--- src/rtl/fetch_prefetch_queue.sv ---
// fetch_prefetch_queue
//
// Instruction-fetch unit with a DEPTH-entry prefetch queue. After a redirect
// (fetch_init) it streams sequential reads to memory, with at most one read
// outstanding. Returned words are queued together with their PC. The head
// entry is presented show-ahead. A redirect flushes the queue. A read that is
// still in flight when the redirect arrives is dropped when it returns.
//
// Ports
//   clk              clock, all state on the rising edge
//   reset_n          asynchronous active-low reset
//   sync_reset       synchronous reset, same end state as reset_n
//   fetch_init       one-cycle redirect to start_addr, flushes the queue
//   start_addr       redirect target, sampled with fetch_init
//   fetch_next       pops the head entry when fetch_valid_out is high
//   fetch_valid_out  head entry valid
//   IR_out / PC_out  head instruction / PC, zero when not valid
//   queue_count      number of occupied entries
//   mem_read_done    one-cycle pulse, mem_data valid
//   mem_data         read return data
//   read_mem_enable  registered one-cycle read request pulse
//   read_mem_addr    registered request address, held until the next request
module fetch_prefetch_queue #(
    parameter int PC_BITWIDTH = 32,
    parameter int XLEN        = 32,
    parameter int DEPTH       = 4,   // power of two, at least 2
    parameter int PC_INC      = 4
) (
    input  logic                         clk,
    input  logic                         reset_n,
    input  logic                         sync_reset,
    input  logic                         fetch_init,
    input  logic [PC_BITWIDTH-1:0]       start_addr,
    input  logic                         fetch_next,
    output logic                         fetch_valid_out,
    output logic [XLEN-1:0]              IR_out,
    output logic [PC_BITWIDTH-1:0]       PC_out,
    output logic [$clog2(DEPTH+1)-1:0]   queue_count,
    input  logic                         mem_read_done,
    input  logic [XLEN-1:0]              mem_data,
    output logic                         read_mem_enable,
    output logic [PC_BITWIDTH-1:0]       read_mem_addr
);

    localparam int CW = $clog2(DEPTH+1);
    localparam int PW = $clog2(DEPTH);
    localparam logic [CW-1:0]          DEPTH_C = CW'(DEPTH);
    localparam logic [PC_BITWIDTH-1:0] INC_C   = PC_BITWIDTH'(PC_INC);

    typedef enum logic [1:0] {
        S_IDLE  = 2'd0,
        S_ISSUE = 2'd1,
        S_WAIT  = 2'd2
    } state_e;

    state_e                  state_q, state_d;
    logic [PC_BITWIDTH-1:0]  next_pc_q, next_pc_d;
    logic                    discard_q, discard_d;

    logic [PW-1:0]           rd_ptr_q, rd_ptr_d;
    logic [PW-1:0]           wr_ptr_q, wr_ptr_d;
    logic [CW-1:0]           count_q, count_d;
    logic [PC_BITWIDTH-1:0]  pc_mem_q [DEPTH];
    logic [XLEN-1:0]         ir_mem_q [DEPTH];

    // Registered copy of the head entry so no output depends on an input
    // combinationally.
    logic                    head_vld_q, head_vld_d;
    logic [PC_BITWIDTH-1:0]  head_pc_q, head_pc_d;
    logic [XLEN-1:0]         head_ir_q, head_ir_d;

    logic                    req_en_q, req_en_d;
    logic [PC_BITWIDTH-1:0]  req_addr_q, req_addr_d;

    logic                    push, pop, flush, issue, pop_ok;
    logic [PC_BITWIDTH-1:0]  issue_addr;
    logic [CW-1:0]           cnt_after;

    // ------------------------------------------------------------------
    // Control FSM: issue / wait / flush decisions
    // ------------------------------------------------------------------
    always_comb begin
        state_d    = state_q;
        next_pc_d  = next_pc_q;
        discard_d  = discard_q;
        push       = 1'b0;
        pop        = 1'b0;
        flush      = 1'b0;
        issue      = 1'b0;
        issue_addr = '0;
        cnt_after  = '0;
        pop_ok     = fetch_next && (count_q != '0);

        unique case (state_q)
            S_IDLE: begin
                if (fetch_init) begin
                    flush      = 1'b1;
                    issue      = 1'b1;
                    issue_addr = start_addr;
                    next_pc_d  = start_addr + INC_C;
                    state_d    = S_WAIT;
                end
            end

            S_ISSUE: begin
                if (fetch_init) begin
                    flush      = 1'b1;
                    issue      = 1'b1;
                    issue_addr = start_addr;
                    next_pc_d  = start_addr + INC_C;
                    state_d    = S_WAIT;
                end else begin
                    pop = pop_ok;
                    // Room is judged on the current count; a pop this cycle
                    // frees space that is used on the following edge.
                    if (count_q < DEPTH_C) begin
                        issue      = 1'b1;
                        issue_addr = next_pc_q;
                        next_pc_d  = next_pc_q + INC_C;
                        state_d    = S_WAIT;
                    end
                end
            end

            S_WAIT: begin
                if (fetch_init) begin
                    flush = 1'b1;
                    if (mem_read_done) begin
                        // The returning word belongs to the old stream: drop
                        // it and start the new stream right away.
                        issue      = 1'b1;
                        issue_addr = start_addr;
                        next_pc_d  = start_addr + INC_C;
                        discard_d  = 1'b0;
                    end else begin
                        // A read is still in flight; the target is issued
                        // from S_ISSUE once the stale return is swallowed.
                        discard_d = 1'b1;
                        next_pc_d = start_addr;
                    end
                end else if (mem_read_done && discard_q) begin
                    discard_d = 1'b0;
                    pop       = pop_ok;
                    state_d   = S_ISSUE;
                end else if (mem_read_done) begin
                    push      = 1'b1;
                    pop       = pop_ok;
                    cnt_after = count_q + CW'(1) - CW'(pop);
                    if (cnt_after < DEPTH_C) begin
                        issue      = 1'b1;
                        issue_addr = next_pc_q;
                        next_pc_d  = next_pc_q + INC_C;
                    end else begin
                        state_d = S_ISSUE;
                    end
                end else begin
                    pop = pop_ok;
                end
            end

            default: state_d = S_IDLE;
        endcase

        if (sync_reset) begin
            state_d    = S_IDLE;
            next_pc_d  = '0;
            discard_d  = 1'b0;
            push       = 1'b0;
            pop        = 1'b0;
            flush      = 1'b1;
            issue      = 1'b0;
            issue_addr = '0;
        end
    end

    // ------------------------------------------------------------------
    // Queue pointers, count, next head and request registers
    // ------------------------------------------------------------------
    always_comb begin
        rd_ptr_d = rd_ptr_q;
        wr_ptr_d = wr_ptr_q;
        count_d  = count_q;
        if (flush) begin
            rd_ptr_d = '0;
            wr_ptr_d = '0;
            count_d  = '0;
        end else begin
            if (push) wr_ptr_d = wr_ptr_q + PW'(1);
            if (pop)  rd_ptr_d = rd_ptr_q + PW'(1);
            count_d = count_q + CW'(push) - CW'(pop);
        end

        head_vld_d = (count_d != '0);
        head_pc_d  = '0;
        head_ir_d  = '0;
        if (head_vld_d) begin
            // The new head may be the word being written on this very edge.
            if (push && (wr_ptr_q == rd_ptr_d)) begin
                head_pc_d = req_addr_q;
                head_ir_d = mem_data;
            end else begin
                head_pc_d = pc_mem_q[rd_ptr_d];
                head_ir_d = ir_mem_q[rd_ptr_d];
            end
        end

        req_en_d   = issue;
        req_addr_d = issue ? issue_addr : req_addr_q;
        if (sync_reset) begin
            req_addr_d = '0;
        end
    end

    always_ff @(posedge clk or negedge reset_n) begin
        if (!reset_n) begin
            state_q    <= S_IDLE;
            next_pc_q  <= '0;
            discard_q  <= 1'b0;
            rd_ptr_q   <= '0;
            wr_ptr_q   <= '0;
            count_q    <= '0;
            head_vld_q <= 1'b0;
            head_pc_q  <= '0;
            head_ir_q  <= '0;
            req_en_q   <= 1'b0;
            req_addr_q <= '0;
        end else begin
            state_q    <= state_d;
            next_pc_q  <= next_pc_d;
            discard_q  <= discard_d;
            rd_ptr_q   <= rd_ptr_d;
            wr_ptr_q   <= wr_ptr_d;
            count_q    <= count_d;
            head_vld_q <= head_vld_d;
            head_pc_q  <= head_pc_d;
            head_ir_q  <= head_ir_d;
            req_en_q   <= req_en_d;
            req_addr_q <= req_addr_d;
        end
    end

    // ------------------------------------------------------------------
    // Entry storage: {PC, IR}; the PC is the address of the returning read
    // ------------------------------------------------------------------
    always_ff @(posedge clk or negedge reset_n) begin
        if (!reset_n) begin
            for (int i = 0; i < DEPTH; i++) begin
                pc_mem_q[i] <= '0;
                ir_mem_q[i] <= '0;
            end
        end else if (sync_reset) begin
            for (int i = 0; i < DEPTH; i++) begin
                pc_mem_q[i] <= '0;
                ir_mem_q[i] <= '0;
            end
        end else if (push) begin
            pc_mem_q[wr_ptr_q] <= req_addr_q;
            ir_mem_q[wr_ptr_q] <= mem_data;
        end
    end

    assign fetch_valid_out = head_vld_q;
    assign IR_out          = head_ir_q;
    assign PC_out          = head_pc_q;
    assign queue_count     = count_q;
    assign read_mem_enable = req_en_q;
    assign read_mem_addr   = req_addr_q;

endmodule

--- config.mk ---
export PLATFORM = sky130hd
export DESIGN_NAME = fetch_prefetch_queue
export DESIGN_NICKNAME = d
export VERILOG_FILES = /design/src/rtl/fetch_prefetch_queue.sv
export SDC_FILE = /design/constraint.sdc
export NUM_CORES = 1
export LEC_CHECK = 0
export CAP_MARGIN = 20
export CORE_ASPECT_RATIO = 1.5
export CORE_MARGIN = 1
export CORE_UTILIZATION = 40
export DETAILED_ROUTE_END_ITERATION = 16
export PLACE_DENSITY = 0.69
export SLEW_MARGIN = 20
export SYNTH_ARGS = -nofsm -noshare
export SYNTH_HDL_FRONTEND = slang
export SYNTH_SLANG_ARGS = --single-unit
--- constraint.sdc ---
create_clock -name clk -period 7.88 [get_ports clk]
set_input_delay 1.182 -clock clk [delete_from_list [all_inputs] [get_ports clk]]
set_output_delay 1.182 -clock clk [all_outputs]
set_load 0.01 [all_outputs]
# Yosys cells after proc, flatten, opt, wreduce, memory -nomap -nowiden
# Cells that the tools add are included.
# op_classes
n_addsub,8
magnitude_cmp,5
n_eq_ne,11
mux,77
n_bitwise,2
n_reduce_logical,18
# op_table
cell,n
32-bit 2-to-1 mux,28
128-bit 2-to-1 mux,4
128-bit bitwise mux,2
32-bit case mux with 3 select lines,2
32-bit binary-select mux with 2-bit select,2
32-bit by 3-bit adder with 32-bit output (second input constant),2
32-bit demux with 2-bit select,1
2-bit 2-to-1 mux,12
4-bit inequality test (second input constant),6
1-bit 2-to-1 mux,23
3-bit nonzero test,3
2-bit nonzero test,4
3-bit greater-or-equal comparator (second input constant),2
3-bit less-than comparator (second input constant),2
3-bit inequality test (second input constant),2
2-bit inverter with 3-bit output,2
2-bit case mux with 3 select lines,1
6-bit AND reduction,1
3-bit by 1-bit subtractor with 3-bit output,2
5-bit AND reduction,1
2-bit by 1-bit adder with 2-bit output (second input constant),2
1-bit logical AND,4
4-bit nonzero test,1
3-bit by 1-bit adder with 3-bit output,1
other kinds (11),11
# totals
register_bits,396
in_bits,70
output_inout_bits,101
word_cells,140

# Logic depth before layout (Yosys ltp)
# Gate-level depths: netlist of run 1.
# logic_depth
ltp_word,13
ltp_mapped,22
ltp_nobuf,16

# Worst setup path after synthesis of run 1
# No wires, ideal clock.
# synth_path
path_type,input to register
from,input sync_reset
to,register head_ir_q[23] (netlist: IR_out[23])
setup_ns,0.079
arrival_ns,4.468
required_time_ns,7.801
slack_ns,3.332
cell_stages,21
n_path_buf,7
cell_sequence,buf_2 -> and4bb_2 -> buf_4 -> nand2_2 -> inv_2 -> buf_6 -> buf_6 -> ha_1 -> inv_1 -> ha_1 -> inv_1 -> fa_1 -> xnor2_1 -> xnor2_1 -> a31o_2 -> clkbuf_1 -> inv_1 -> buf_2 -> clkbuf_1 -> nand2_1 -> mux2i_1
# synth_between
elab_chain_cells,9
elab_cells_between_ends,17
cone_classes,add/sub (2); eq/ne (1); mux (11); bitwise (1); reduce/logical (2)
# synth_lines
item,line,source
"start, declared",31,"input logic sync_reset,"
branches (longest 8 deep; another with 3-bit by 1-bit adder with 3-bit output),n/a,
32-bit 2-to-1 mux *,196,if (head_vld_d) begin
net head_ir_d[23],70,"logic [XLEN-1:0] head_ir_q, head_ir_d;"
"end signal, assigned",236,head_ir_q <= head_ir_d;
"end, declared",70,
# Mark *: on every way through the listed nets, which the timed path passes. The select of a mux whose other input is x is not followed.
# A chain may end at the register's enable or synchronous reset.

# Worst setup path in the final report of run 1
# layout_path
from,input mem_read_done
to,register head_pc_q[31] (netlist: PC_out[31])
# layout_between
elab_chain_cells,10
elab_cells_between_ends,13
cone_classes,add/sub (2); mux (8); reduce/logical (3)
# layout_lines
item,line,source
"start, declared",39,"input logic mem_read_done,"
1-bit 2-to-1 mux / 1-bit logical AND (equally long branches),"145, 141",
1-bit 2-to-1 mux *,141,end else if (mem_read_done && discard_q) begin
1-bit 2-to-1 mux *,126,if (fetch_init) begin
1-bit 2-to-1 mux *,94,unique case (state_q)
1-bit 2-to-1 mux *,164,if (sync_reset) begin
3-bit by 1-bit adder with 3-bit output,190,count_d = count_q + CW'(push) - CW'(pop);
3-bit by 1-bit subtractor with 3-bit output,190,
3-bit 2-to-1 mux,183,if (flush) begin
3-bit nonzero test,193,head_vld_d = (count_d != '0);
32-bit 2-to-1 mux *,196,
net head_pc_d[31],69,"logic [PC_BITWIDTH-1:0] head_pc_q, head_pc_d;"
"end signal, assigned",235,head_pc_q <= head_pc_d;
"end, declared",69,
# Mark *: on every way through the listed nets, which the timed path passes. The rest lies on a longest branch.

==> PnR_summary.wiki, run 1 <==
{| class="wikitable"
! Metric !! Value
|-
| Status || finished clean
|-
| Overall overflow remaining after global route || 0
|-
| Destination of the worst hold path || next_pc_q[0]$_DFFE_PN0P_
|-
| Row count || 102
|-
| Area fraction in compound gates after synthesis || 24.68%
|-
| Starting utilization of the core area || approximately 41%
|-
| Slew at the pin closest to its max-slew limit || between 1 and 1.5 ns
|-
| Top library cells by usage in the layout, fill and taps aside || 643 x nand2_1, 395 x dfrtp_1, 365 x a21oi_1
|-
| Crit. End Element || register
|-
| Overall die area || between 0.05 and 0.06 mm2
|-
| Clock slew at the register clock pins of the worst setup and hold paths || about 0.06 ns
|-
| Total via count after detailed routing || ~20000
|-
| Total of endpoints with negative setup slack in the final report || 0
|-
| Worst hold path class || reg2reg
|-
| Depth of the worst register-to-register path || 16
|-
| Sequential share of power || between 40% and 50%
|-
| Register area share after synthesis || between 40% and 50%
|-
| Register-to-register setup slack || around 3.1 ns
|-
| Pin count of the biggest net entering global routing || around 160
|-
| Startpoint-to-endpoint class of the critical path || in2reg
|-
| Portion of total power attributed to the clock network || between 30% and 40%
|-
| Placed wire-length estimate after detailed placement || between 40 and 50 mm
|-
| Total nets after synthesis || approximately 2500
|-
| Commonest non-fill, non-tap cell in the layout || nand2_1
|-
| Post-synth ARST share || 100.0%
|-
| Worst slew slack as a fraction of its limit || 25.70%
|-
| RSZ-0062 raised after global routing || no
|-
| Hold path depth || 2
|-
| Share of final-layout standard cells stronger than drive strength 1 || approximately 5.6%
|-
| Global-route wire length before repair || 115.8 mm
|-
| Post-route fraction of the period consumed by the critical path || about 62%
|-
| Worst-path maximum fanout || 62
|-
| Worst r2r src || state_q[0]$_DFFE_PN0P_
|-
| Largest area contributor in the netlist || dfrtp_1
|-
| Area of the core || between 0.05 and 0.06 mm2
|-
| Final routed DRC violation total || 0
|-
| Number of global-route vias before repair || 20220
|-
| Synthesized area || around 0.021 mm2
|-
| Antenna-violating nets left || 0
|-
| Die X-Extent || 189.6 um
|-
| Final min period || 4.895 ns
|-
| Post-Synthesis Mean Instance Area || ~8.6 um2
|-
| Quantity of gates resized following cts || 0
|-
| Fraction of the mapped netlist area in adder cells || 0.8650%
|-
| Number of antenna violations at the first check in global routing || 0
|-
| Achievable Freq || between 0.2 and 0.25 GHz
|-
| Combined area of the multi-input logic cells || 0.01021 mm2
|-
| Die H || 283.4 um
|-
| Pwr Density || between 200 and 250 mW/mm2
|-
| Setup fix buffers added after clock tree synthesis || 0
|-
| Leakage power total || between 9 and 10 nW
|-
| Number of enable flip-flop cells after synthesis || 0
|-
| Cell-internal power || around 3.6 mW
|-
| Number of buffers added by the clock tree synthesis step || 41
|-
| Max H-tree Level || 2
|-
| Clock tree sinks || 396
|-
| Global placement routability congestion || 0.9083
|-
| Detailed-routing iteration count for the pre-antenna-repair pass || 5
|-
| Clock tree from TritonCTS || yes
|-
| Area added between synthesis and finish || 15.65%
|-
| Startpoint of the most critical hold path || next_pc_q[0]$_DFFE_PN0P_
|-
| Most frequently used flop master after synthesis || dfrtp_1
|-
| IR drop worst, VDD || around 0.13 mV
|-
| Cell count after synthesis || around 2500
|-
| Net switching power of the design || around 1.7 mW
|-
| Number of buffers between clock root and the deepest sink || 3
|-
| Max-cap violations || 0
|-
| Switching portion of total power || around a third
|-
| Total global-route track usage || a little over a quarter
|-
| Setup TNS after final layout || 0 ns
|-
| Final hold viol count || 0
|-
| Drt wl/cell || between 20 and 25 um
|-
| Total inserted antenna cells || 0
|-
| Number of distinct library cell variants in the gate-level netlist after synthesis || 83
|-
| Power Total || roughly 5.2 mW
|-
| CTS Hold Buffers Added || 0
|-
| Max-slew violations || 0
|-
| Sequential Area || ~0.0099 mm2
|-
| Dominant combinational cell family by area after synthesis || compound AO/OA/AOI/OAI gates
|-
| Data required, critical path || around 8.3 ns
|-
| Kind of launch point of the worst setup path || input port
|-
| R2r endpoint || PC_out[31]$_DFF_PN0_
|-
| Worst Path Arrival || 5.29 ns
|-
| Number of warning messages in the yosys log || 0
|-
| Fraction of synthesized area in multiplexers || 3.679%
|-
| Input/output buffers || 170
|-
| Root Buffer Master || clkbuf_16
|-
| Cell types occupying the most area after synthesis || dfrtp_1 47%, nand2_1 11%, a21oi_1 8.7%
|-
| Post-synth top area share || between 40% and 50%
|-
| Synth Area in XOR/XNOR || 0.4147%
|-
| Post-synthesis sequential element count || roughly 400
|-
| Filler Cells Inserted || a little under 5000
|-
| Aggregate routed wire length || roughly 74 mm
|-
| Violation count after the first detailed-routing iteration || roughly 2300
|-
| Final layout net count || 2574
|-
| Fraction of power consumed by combinational cells || 18.7%
|-
| Fraction of the mapped netlist area in simple logic gates || around 18%
|-
| Later-pin clock latency in the skew report || approximately 0.55 ns
|-
| Skew final || around 0.019 ns
|-
| I/O pin count || between 150 and 200
|-
| Detail-routed via count per cell || about 6.3
|}
layer usage:
layer  vias to the layer above  share of wire, %  GRT usage (%)
met2                      1077                50          46.21
li1                       8843                 -              -
met1                      9908                38          33.30
met3                       222               7.7          3.611
met4                         0               4.5          14.56
met5                         -                 0              0
cell families after synthesis:
group	count (synthesis)
buffers and inverters	235
XOR/XNOR	10
AND/OR/NAND/NOR	908
adder cells (fa/ha/maj)	14
flip-flops	396
multiplexers	77
AO/OA/AOI/OAI	811
worst max-delay path: stages:
cell             delay, ns
clkdlybuf4s50_1       0.87
or4b_4                0.56
ha_1                  0.30
inv_1                 0.06
ha_1                  0.15
inv_1                 0.06
fa_1                  0.40
xnor2_1               0.15
xnor2_1               0.24
a31o_4                0.19
buf_4                 0.72
a211oi_1              0.12
o221ai_1              0.12
mux2i_1               0.14
how the worst max path moves through the flow:
stage | start | endpoint | slack, ns | cells past startpoint
after floorplan | sync_reset | IR_out[23]$_DFF_PN0_ | 3.33 | 21
after global placement | mem_read_done | PC_out[1]$_DFF_PN0_ | 2.59 | 14
after detailed placement | mem_read_done | PC_out[31]$_DFF_PN0_ | 2.50 | 14
after CTS | mem_read_done | IR_out[25]$_DFF_PN0_ | 3.07 | 14
after global routing | mem_read_done | PC_out[31]$_DFF_PN0_ | 2.80 | 14
final | mem_read_done | PC_out[31]$_DFF_PN0_ | 2.98 | 14
area by class of cell:
class,instances,area share (%)
Sequential cell,396,40.59
Tap cell,676,3.463
Multi-Input combinational cell,1820,41.80
Clock buffer,60,4.913
Clock inverter,12,0.4406
Timing Repair Buffer,207,8.427
Inverter,24,0.3689
flip-flops by register name (all words and copies together), names as in the netlist:
register,count
IR_out,32
rd_ptr_q,2
pc_mem_q,128
fetch_valid_out,1
next_pc_q,32
PC_out,32
discard_q,1
ir_mem_q,128
read_mem_enable,1
state_q,2
wr_ptr_q,2
queue_count,3
read_mem_addr,32
synthesized netlist by cell type, types with 4 or more instances:
library cell / number
and3_1: 14
or3_1: 6
buf_1: 5
dfrtp_1: 396
inv_1: 23
nand2_1: 647
o21ai_1: 4
nand2b_1: 9
and2_1: 12
ha_1: 13
nand4_1: 15
nor2_1: 100
nand3_1: 34
mux2i_1: 74
a22oi_1: 23
and4_1: 5
o221ai_1: 64
o31ai_1: 7
nor3_1: 25
o211ai_1: 6
a221oi_1: 4
nor4_1: 7
o2bb2ai_1: 32
a21oi_1: 366
buf_6: 7
clkbuf_1: 153
buf_2: 38
o21a_1: 5
o22ai_1: 67
nor2b_1: 7
a22o_1: 64
xnor2_1: 9
a311oi_1: 4
a211oi_1: 69
o21ai_0: 54
a31oi_1: 9
buf_12: 7
stage by stage:
stage / instance area [um2] / std cells / util (%) / setup slack (ns) / hold WS (ns)
6_report: 24420 / 3195 / 47.02 / 2.985 / 0.5013
2_1_floorplan: 21120 / 2451 / - / 3.332 / 0.4502
3_5_place_dp: 23070 / 3121 / 44.41 / 2.495 / 0.4836
5_1_grt: 24420 / 3195 / 47.02 / 2.804 / 0.5381
3_3_place_gp: 23050 / 3120 / 44.37 / 2.586 / 0.4676
4_1_cts: 24370 / 3193 / 46.93 / 3.066 / 0.4973
power groups by stage:
stage / Clock, mW / Sequential, mW / Combinational, mW
after floorplan: 0 / 2.29 / 0.587
after global placement: 0 / 2.34 / 0.942
after detailed placement: 0 / 2.35 / 0.960
after CTS: 1.96 / 2.31 / 0.963
after global routing: 2.03 / 2.33 / 1.06
final: 1.94 / 2.32 / 0.976
No activity file was read; power rests on OpenSTA's default activity.
==> run 2, diff against run 1 <==
PLACE_DENSITY = 0.72   (was 0.69)
clock period = 4.3 ns   (was 7.88 ns; I/O delays follow)
==> PnR_summary.wiki, run 2 (same netlist as run 1, synthesis figures left out) <==
{| class="wikitable"
! Metric !! Value
|-
| Max H-tree Level || 2 (unchanged)
|-
| Number of antenna violations at the first check in global routing || 0 (unchanged)
|-
| Status || finished clean
|-
| Worst-path cell with the longest stage delay || or4b_4
|-
| Final routed DRC violation total || 0 (unchanged)
|-
| Pin count of the biggest net entering global routing || 185 (+15%)
|-
| Critical path, cell by cell || inv_1 -> ha_1 -> nand2b_4 -> or4b_4 -> ha_1 -> inv_1 -> ha_1 -> inv_1 -> fa_1 -> xnor2_1 -> xnor2_1 -> a31o_4 -> buf_4 -> a211oi_1 -> o221ai_1 -> mux2i_1
|-
| Final min period || 3.730 ns
|-
| Max-slew violations || 0 (unchanged)
|-
| Power Total || 9.819 mW (+88%)
|-
| Sequential Area || 0.009913 mm2 (unchanged)
|-
| Clock slew at the register clock pins of the worst setup and hold paths || 0.06 ns (about the same)
|-
| Number of global-route vias before repair || 20310 (+0.41%)
|-
| Total of endpoints with negative setup slack in the final report || 0 (unchanged)
|-
| I/O pin count || 171 (unchanged)
|-
| Pwr Density || 396.2 mW/mm2 (+85%)
|-
| Final hold viol count || 0 (unchanged)
|-
| Row count || 102 (unchanged)
|-
| Setup TNS after final layout || 0 ns (unchanged)
|-
| Final layout net count || 2596 (+0.85%)
|-
| Number of placed instances with taps included || 3147 (+0.83%)
|-
| Top library cells by usage in the layout, fill and taps aside || 643 x nand2_1, 395 x dfrtp_1, 365 x a21oi_1
|-
| Startpoint-to-endpoint class of the critical path || reg2reg
|-
| Total via count after detailed routing || 20150 (+0.48%)
|-
| Antenna-violating nets left || 0 (unchanged)
|-
| Worst r2r src || state_q[0]$_DFFE_PN0P_
|-
| IR drop worst, VDD || 0.2500 mV (+95%)
|-
| Root Buffer Master || clkbuf_16
|-
| RSZ-0062 raised after global routing || no
|-
| Leakage power total || 9.544 nW (+2.2%)
|-
| Later-pin clock latency in the skew report || 0.55 ns (about the same)
|-
| Commonest non-fill, non-tap cell in the layout || nand2_1
|-
| Crit. End Element || register
|-
| Count of non-filler cells in the finished layout || 3215 (+0.63%)
|-
| Die H || 283.4 um (unchanged)
|-
| Delay-heaviest family, CP || adder cells
|-
| Aggregate routed wire length || 72.41 mm (-1.5%)
|-
| Number of buffers added by the clock tree synthesis step || 39 (-4.9%)
|-
| CTS Hold Buffers Added || 0 (unchanged)
|-
| R2r endpoint || PC_out[9]$_DFF_PN0_
|-
| Drt wl/cell || 22.52 um (-2.2%)
|-
| Worst hold path class || in2async
|-
| Share of the core filled with cells || 47.71% (+0.69 points)
|-
| Worst-path maximum fanout || 20 (-68%)
|-
| Area of the core || 0.05194 mm2 (unchanged)
|-
| Detailed-routing iteration count for the pre-antenna-repair pass || 6 (+1)
|-
| Buffering stage count on the worst path with inverters included || 4 (unchanged)
|-
| Skew final || 0.01897 ns (-0.0002115 ns)
|-
| Total global-route track usage || 26.53% (-0.68 points)
|-
| Clock tree from TritonCTS || yes
|-
| Worst slew slack as a fraction of its limit || 28.91% (+3.2 points)
|-
| Combined area of the multi-input logic cells || 0.01021 mm2 (about the same)
|-
| Die X-Extent || 189.6 um (unchanged)
|-
| Filler Cells Inserted || 4748 (-2.3%)
|-
| Global-route wire length before repair || 113.0 mm (-2.4%)
|-
| Depth of the worst register-to-register path || 16 (unchanged)
|-
| Quantity of gates resized following cts || 0 (unchanged)
|-
| Area added between synthesis and finish || 17.35%
|-
| Data required, critical path || 4.77 ns (-3.50 ns)
|-
| Worst Path Arrival || 4.20 ns (-1.09 ns)
|-
| Setup fix buffers added after clock tree synthesis || 0 (unchanged)
|-
| Global placement routability congestion || 0.9229 (+1.6%)
|-
| Overall die area || 0.05374 mm2 (unchanged)
|-
| Placed wire-length estimate after detailed placement || 43.93 mm (+1.7%)
|-
| Leading registers by flop count || ir_mem_q: 128 flops, pc_mem_q: 128 flops
|-
| Max-cap violations || 0 (unchanged)
|-
| Clock tree sinks || 396 (unchanged)
|-
| Slowest Stage Delay on Critical Path || 0.50 ns (-0.37 ns)
|-
| Input/output buffers || 170 (unchanged)
|-
| Share of final-layout standard cells stronger than drive strength 1 || 6.696% (+1.1 points)
|-
| Overall overflow remaining after global route || 0 (unchanged)
|-
| Register-to-register setup slack || 0.57 ns (-2.56 ns)
|-
| Starting utilization of the core area || 40.66% (unchanged)
|-
| Achievable Freq || between 0.2 and 0.3 GHz
|-
| Number of buffers between clock root and the deepest sink || 3 (unchanged)
|-
| Post-route fraction of the period consumed by the critical path || 86.75%
|-
| Slew at the pin closest to its max-slew limit || 1.066 ns (-0.04809 ns)
|-
| Total inserted antenna cells || 0 (unchanged)
|-
| Violation count after the first detailed-routing iteration || 2415 (+6.8%)
|-
| Kind of launch point of the worst setup path || register
|-
| Detail-routed via count per cell || 6.266 (-0.15%)
|}
[run 2: stage by stage]
step | area, um2 | setup slack, ns | hold WS [ns]
finish | 24780 | 0.5698 | 0.1387
global placement | 23410 | 0.2390 | 0.4643
detailed placement | 23410 | 0.1423 | 0.4829
global route | 24780 | 0.3360 | 0.1988
CTS | 24780 | 0.5570 | 0.1873
floorplan | 21120 | 0.2803 | 0.3494
[run 2: worst max-delay path by stage]
stage / start / to / depth (start not counted)
6_report: state_q[0]$_DFFE_PN0P_ / PC_out[9]$_DFF_PN0_ / 16
5_1_grt: state_q[0]$_DFFE_PN0P_ / PC_out[15]$_DFF_PN0_ / 16
4_1_cts: state_q[0]$_DFFE_PN0P_ / PC_out[7]$_DFF_PN0_ / 16
3_5_place_dp: fetch_init / PC_out[7]$_DFF_PN0_ / 14
3_3_place_gp: fetch_init / IR_out[24]$_DFF_PN0_ / 14
2_1_floorplan: state_q[0]$_DFFE_PN0P_ / IR_out[23]$_DFF_PN0_ / 22
[run 2: metal layers]
metal  track usage [%]  routed length (um)
met1             32.33               27450
met2             44.10               35710
met3             4.712                5837
met4             14.76                3420
met5                 0                   0
[run 2: layout make-up]
type,instances,share of cell area (%)
clock buffers,49,4.412
clock inverters,19,1.121
inverters,24,0.3635
multi-input cells,1820,41.19
flip-flops and latches,396,40.00
well taps,676,3.413
repair buffers,231,9.506
[run 2: power breakdown]
part | internal (mW) | switching [mW] | leakage, nW
registers | 3.92 | 0.327 | 5.50
clock network | 2.22 | 1.50 | 0.688
logic | 0.660 | 1.19 | 3.36
[run 2: worst reg2reg max path: cells and delay by family, from the launching register on]
kind / cells / cell delay, ns
simple gates: 2 / 0.57
compound gates: 3 / 0.70
flops: 1 / 0.42
xor+xnor: 2 / 0.32
mux: 1 / 0.15
buf+inv: 4 / 0.43
fa+ha+maj: 4 / 1.07
==> run 3, diff against run 2 <==
HOLD_SLACK_MARGIN = 0.05   (was unset)
==> results of run 3 <==
Same layout as run 2: the final DEF is identical, and so are final timing and power.
